==> config.mk <==
export PLATFORM = sky130hd
export DESIGN_NAME = rotate_match_finder_flat
export DESIGN_NICKNAME = d
export VERILOG_FILES = /design/src/rtl/rotate_match_finder_if.sv /design/src/rtl/rotate_match_finder.sv /design/src/flat_wrapper.sv
export SDC_FILE = /design/constraint.sdc
export NUM_CORES = 1
export LEC_CHECK = 0
export ABC_AREA = 0
export CAP_MARGIN = 25
export CORE_MARGIN = 3
export CORE_UTILIZATION = 50
export DETAILED_ROUTE_END_ITERATION = 10
export PLACE_DENSITY = 0.82
export SYNTH_ARGS = -nofsm -noshare
export SYNTH_HDL_FRONTEND = slang
export SYNTH_SLANG_ARGS = --single-unit
==> constraint.sdc <==
create_clock -name clk -period 3.1 [get_ports clk]
set_input_delay 0.62 -clock clk [delete_from_list [all_inputs] [get_ports clk]]
set_output_delay 0.62 -clock clk [all_outputs]
set_load 0.005 [all_outputs]
==> src/rtl/rotate_match_finder_if.sv <==
// rtl/rotate_match_finder_if.sv - start/busy/done bundle for the rotate-amount finder
interface rotate_match_finder_if;
   logic        start;
   logic [31:0] ref_word;
   logic [31:0] rot_word;
   logic        dir;
   logic        busy;
   logic        done;
   logic        found;
   logic [4:0]  amt;
   logic [31:0] match_mask;

   modport master (
      output start, ref_word, rot_word, dir,
      input  busy, done, found, amt, match_mask
   );

   modport slave (
      input  start, ref_word, rot_word, dir,
      output busy, done, found, amt, match_mask
   );
endinterface

==> src/rtl/rotate_match_finder.sv <==
// rtl/rotate_match_finder.sv - recovers a 32-bit rotate amount by stepping a 1-bit rotator
// Optional ROTFIND_ALL_MATCH_EN: run all 32 compares and report every matching amount in match_mask.
module rotate_match_finder (
   input  logic                  clk,
   input  logic                  reset,
   rotate_match_finder_if.slave  bus
);
   typedef enum logic [1:0] {IDLE, SEARCH, DONE} state_t;

   state_t      state_q;
   logic [31:0] sh_q;
   logic [31:0] tgt_q;
   logic        dir_q;
   logic [4:0]  cnt_q;
   logic        busy_q;
   logic        done_q;
   logic        found_q;
   logic [4:0]  amt_q;

   logic        hit;
   logic [31:0] sh_rot;

   assign hit    = (sh_q == tgt_q);
   assign sh_rot = dir_q ? {sh_q[30:0], sh_q[31]} : {sh_q[0], sh_q[31:1]};

`ifdef ROTFIND_ALL_MATCH_EN
   logic [31:0] mask_q;
   logic [31:0] mask_d;
   logic [4:0]  low_idx;

   // Descending scan so the lowest matching amount is the one left standing.
   always_comb begin
      mask_d  = mask_q | (hit ? (32'd1 << cnt_q) : 32'd0);
      low_idx = 5'd0;
      for (int i = 31; i >= 0; i--) begin
         if (mask_d[i]) low_idx = 5'(i);
      end
   end

   assign bus.match_mask = mask_q;
`else
   assign bus.match_mask = 32'd0;
`endif

   always_ff @(posedge clk or posedge reset) begin
      if (reset) begin
         state_q <= IDLE;
         sh_q    <= 32'd0;
         tgt_q   <= 32'd0;
         dir_q   <= 1'b0;
         cnt_q   <= 5'd0;
         busy_q  <= 1'b0;
         done_q  <= 1'b0;
         found_q <= 1'b0;
         amt_q   <= 5'd0;
`ifdef ROTFIND_ALL_MATCH_EN
         mask_q  <= 32'd0;
`endif
      end else begin
         case (state_q)
            IDLE: begin
               done_q <= 1'b0;
               if (bus.start) begin
                  sh_q    <= bus.ref_word;
                  tgt_q   <= bus.rot_word;
                  dir_q   <= bus.dir;
                  cnt_q   <= 5'd0;
                  busy_q  <= 1'b1;
                  found_q <= 1'b0;
                  amt_q   <= 5'd0;
`ifdef ROTFIND_ALL_MATCH_EN
                  mask_q  <= 32'd0;
`endif
                  state_q <= SEARCH;
               end
            end
            SEARCH: begin
`ifdef ROTFIND_ALL_MATCH_EN
               mask_q <= mask_d;
               if (cnt_q == 5'd31) begin
                  found_q <= |mask_d;
                  amt_q   <= low_idx;
                  busy_q  <= 1'b0;
                  done_q  <= 1'b1;
                  state_q <= DONE;
               end else begin
                  sh_q  <= sh_rot;
                  cnt_q <= cnt_q + 5'd1;
               end
`else
               if (hit) begin
                  found_q <= 1'b1;
                  amt_q   <= cnt_q;
                  busy_q  <= 1'b0;
                  done_q  <= 1'b1;
                  state_q <= DONE;
               end else if (cnt_q == 5'd31) begin
                  found_q <= 1'b0;
                  amt_q   <= 5'd0;
                  busy_q  <= 1'b0;
                  done_q  <= 1'b1;
                  state_q <= DONE;
               end else begin
                  sh_q  <= sh_rot;
                  cnt_q <= cnt_q + 5'd1;
               end
`endif
            end
            DONE: begin
               done_q  <= 1'b0;
               state_q <= IDLE;
            end
            default: begin
               state_q <= IDLE;
            end
         endcase
      end
   end

   assign bus.busy  = busy_q;
   assign bus.done  = done_q;
   assign bus.found = found_q;
   assign bus.amt   = amt_q;
endmodule

==> src/flat_wrapper.sv <==
// flat-port wrapper written by rule: the top's interface ports become plain ports
module rotate_match_finder_flat 
  (clk, reset, bus_start, bus_ref_word, bus_rot_word, bus_dir, bus_busy, bus_done, bus_found, bus_amt, bus_match_mask);
  rotate_match_finder_if bus_i ();
  input  logic clk;
  input  logic reset;
  input wire logic [$bits(bus_i.start)-1:0] bus_start;
  input wire logic [$bits(bus_i.ref_word)-1:0] bus_ref_word;
  input wire logic [$bits(bus_i.rot_word)-1:0] bus_rot_word;
  input wire logic [$bits(bus_i.dir)-1:0] bus_dir;
  output wire logic [$bits(bus_i.busy)-1:0] bus_busy;
  output wire logic [$bits(bus_i.done)-1:0] bus_done;
  output wire logic [$bits(bus_i.found)-1:0] bus_found;
  output wire logic [$bits(bus_i.amt)-1:0] bus_amt;
  output wire logic [$bits(bus_i.match_mask)-1:0] bus_match_mask;
  assign bus_i.start = bus_start;
  assign bus_i.ref_word = bus_ref_word;
  assign bus_i.rot_word = bus_rot_word;
  assign bus_i.dir = bus_dir;
  assign bus_busy = bus_i.busy;
  assign bus_done = bus_i.done;
  assign bus_found = bus_i.found;
  assign bus_amt = bus_i.amt;
  assign bus_match_mask = bus_i.match_mask;
  rotate_match_finder u_core (.clk(clk), .reset(reset), .bus(bus_i));
endmodule
==> out/results.ini <==
[outcome]
status=finished clean

[layout]
final_core_util_pct=63.6
regArea_mm2=0.00200
drive_gt1_share_pct=10.4
n_antenna_cell=0
finalInstanceArea_mm2=0.00536
layout.nets=584
fillers=705
area_growth_pct=20.8
multi_input_area_mm2=0.00218

[grt]
use_met1_pct=28.2
grt_use_total_pct=21.5
use_met2_pct=35.7
antenna_found_initial=0
use_met3_pct=4.31
gr-max-usage-layer=met2
grt_max_degree=81
grt_pass1_vias=3469
grt_overflow=0
grt_pass1_wl_mm=17.1

[clock_tree]
holdBufCountCts=0
cts_made_buffers=9
ctsResizeCount=0
clockBufferDepth=2
cts_root_buffer=clkbuf_8
clkTransAtPathRegs_ns=0.09
cts_sinks=80
clk_latency_ns=0.35
cts_tree=done
cts_htree_levels=3
postCtsSetupRepairBufs=0

[timing]
final_hold_viol_count=0
fin_skew_ns=0.0121
timing.fmax_mhz=405
rsz0062_at_grt=no
setup_viol=0
slew_headroom_pct=51.5
fin_ws_ns=0.630
finalCritPeriodShare_pct=79.7
final_max_slew_viol_count=0
fin_tns_setup_ns=0
period_minus_slack_ns=2.47
worst-slew-pin-transition_ns=0.722

[place]
portBuffers=75
place.gp.congestion=0.866
dp.final_hpwl_mm=7.20
post_dp_cell_area_mm2=0.00514
place_ws_ns=0.646

[floorplan]
rows=33
die_h_um=100
dieArea_mm2=0.0100
fp.coreArea_mm2=0.00842
die_w_um=100
ioPinCount=108
start_util_pct=52.7

[routing]
drtIter0Drc=169
wl_per_cell_um=16.6
drc=0
vias=3293
totalWireLength_mm=10.3
vias_per_cell=5.29
dr.pass1.iters=4
final_antenna_net_count=0

[synth]
postSynthRegisterBits=80
syn_area_mm2=0.00444
yosys_warnings=0
synth_cell_types=34
ys_seq_area_share_pct=45.1
syn_avg_cell_area_um2=9.95
netlist_instances=446

[critical_path]
setup.worst_path.end_class=flop
cp_data_arrival_time_ns=2.70
crit_type=reg -> reg
worst_ep_required_time_ns=3.33
crit_fanout=34
critPathLaunchType=flop

[flow_run]
max_cap_violations=0

[power_and_ir_drop]
power_density_mw_per_mm2=940
p_leak_uw=0.00263
vdd_ir_drop_max_v=0.000342
totalPowerFinal_uw=5040

[min_path]
hold_path_class=reg -> reg

## state kept, by name (all words and copies together), names as in the netlist
| name | flops |
|---|---|
| u_core.bus.amt | 5 |
| u_core.bus.busy | 1 |
| u_core.bus.done | 1 |
| u_core.bus.found | 1 |
| u_core.cnt_q | 5 |
| u_core.dir_q | 1 |
| u_core.sh_q | 32 |
| u_core.state_q | 2 |
| u_core.tgt_q | 32 |
## path summary, 6_finish.rpt
path                                           endpoint  slack [ns]  depth (start not counted)                        start
max                         u_core.sh_q[18]$_DFFE_PP0P_        0.63                          7  u_core.tgt_q[8]$_DFFE_PP0P_
min                         u_core.bus.busy$_DFFE_PP0P_        0.49                          1  u_core.bus.busy$_DFFE_PP0P_
max reg2reg                 u_core.sh_q[18]$_DFFE_PP0P_        0.63                          7  u_core.tgt_q[8]$_DFFE_PP0P_
min reg2reg                 u_core.bus.busy$_DFFE_PP0P_        0.49                          1  u_core.bus.busy$_DFFE_PP0P_
max in group asynchronous   u_core.sh_q[22]$_DFFE_PP0P_        2.09                          3                        reset
min in group asynchronous  u_core.tgt_q[10]$_DFFE_PP0P_        0.68                          3                        reset
## per-layer routing
layer | vias up | wire length (µm) | share of wire (%)
met1 | 1610 | 4420 | 43
met2 | 107 | 5070 | 49
met4 | 0 | 176 | 1.7
met5 | - | 0 | 0
li1 | 1556 | - | -
met3 | 20 | 674 | 6.5
## layout make-up
class	instances	area share [%]
clock buffer	9	2.31
clock inverter	6	1.70
inverter	5	0.397
multi-input combinational	337	40.7
sequential	80	37.4
tap	105	2.45
timing repair buffer	81	15.1
## cell families (layout without fill, tap and decap cells)
kind of cell	count (synthesis)	after routing	synth area share, %
xor+xnor	32	32	6.32
simple gates	159	159	14.7
flops	80	80	45.1
buf+inv	60	101	8.41
other cells	1	32	0.0845
fa+ha+maj	2	2	0.564
mux	67	67	18.4
compound gates	45	45	6.37
## layout by cell type, fill, tap and decap left out, drive strengths merged
master	count
a21o	2
nand4	2
mux2	32
or3	1
mux2i	35
nor4	8
ha	2
a221o	2
nor2b	1
a21oi	1
o311a	1
clkbuf	9
nand3	1
xor2	32
dfrtp	80
clkinv	2
a32o	5
inv	7
buf	6
nand2b	2
o31a	1
o21ai	33
nor3b	2
bufinv	2
clkdlybuf4s50	75
nor2	3
and3	2
conb	32
nor3	2
nand2	134
and2	1
## stage by stage
step | std cells | hold slack [ns]
after floorplan | 477 | 0.465
after global placement | 608 | 0.462
after detailed placement | 608 | 0.474
after CTS | 623 | 0.495
after global routing | 623 | 0.521
final | 623 | 0.493
## power breakdown
group | total (µW) | switching, µW | internal [µW]
sequential | 2010 | 494 | 1510
clock | 850 | 394 | 455
combinational | 2180 | 1000 | 1180
total | 5040 | 1890 | 3140
## Yosys cell counts
| cell type | instances | share of area [%] |
|---|---|---|
| nand2_1 | 134 | 11 |
| a32o_1 | 5 | 1.1 |
| nand4_1 | 2 | 0.28 |
| inv_1 | 4 | 0.34 |
| mux2_1 | 4 | 1.0 |
| nor3_1 | 2 | 0.23 |
| nor2_2 | 1 | 0.14 |
| conb_1 | 1 | 0.085 |
| a221o_1 | 2 | 0.45 |
| buf_4 | 32 | 5.4 |
| or3_1 | 1 | 0.14 |
| nor4_1 | 8 | 1.1 |
| buf_6 | 3 | 0.76 |
| nor3b_1 | 2 | 0.34 |
| o31a_4 | 1 | 0.39 |
| o21ai_0 | 32 | 3.6 |
| o21ai_1 | 1 | 0.11 |
| mux2_4 | 28 | 9.5 |
| a21o_1 | 2 | 0.34 |
| dfrtp_1 | 80 | 45 |
| buf_2 | 2 | 0.23 |
| and2_1 | 1 | 0.14 |
| nand3_1 | 1 | 0.11 |
| xor2_1 | 32 | 6.3 |
| nor2_1 | 2 | 0.17 |
| clkbuf_1 | 18 | 1.5 |
| o311a_1 | 1 | 0.23 |
| ha_1 | 2 | 0.56 |
| a21oi_1 | 1 | 0.11 |
| mux2i_1 | 35 | 7.9 |
| nor2b_1 | 1 | 0.14 |
| inv_4 | 1 | 0.14 |
| nand2b_1 | 2 | 0.28 |
| and3_1 | 2 | 0.28 |
## critical path: stages (launching register included)
cell     delay (ns)
dfrtp_1        0.41
xor2_1         0.18
nor4_1         0.44
nand4_1        0.24
nor2_2         0.28
o31a_4         0.20
inv_4          0.19
mux2_1         0.39
Note: power is estimated with default switching activity, not from simulation.
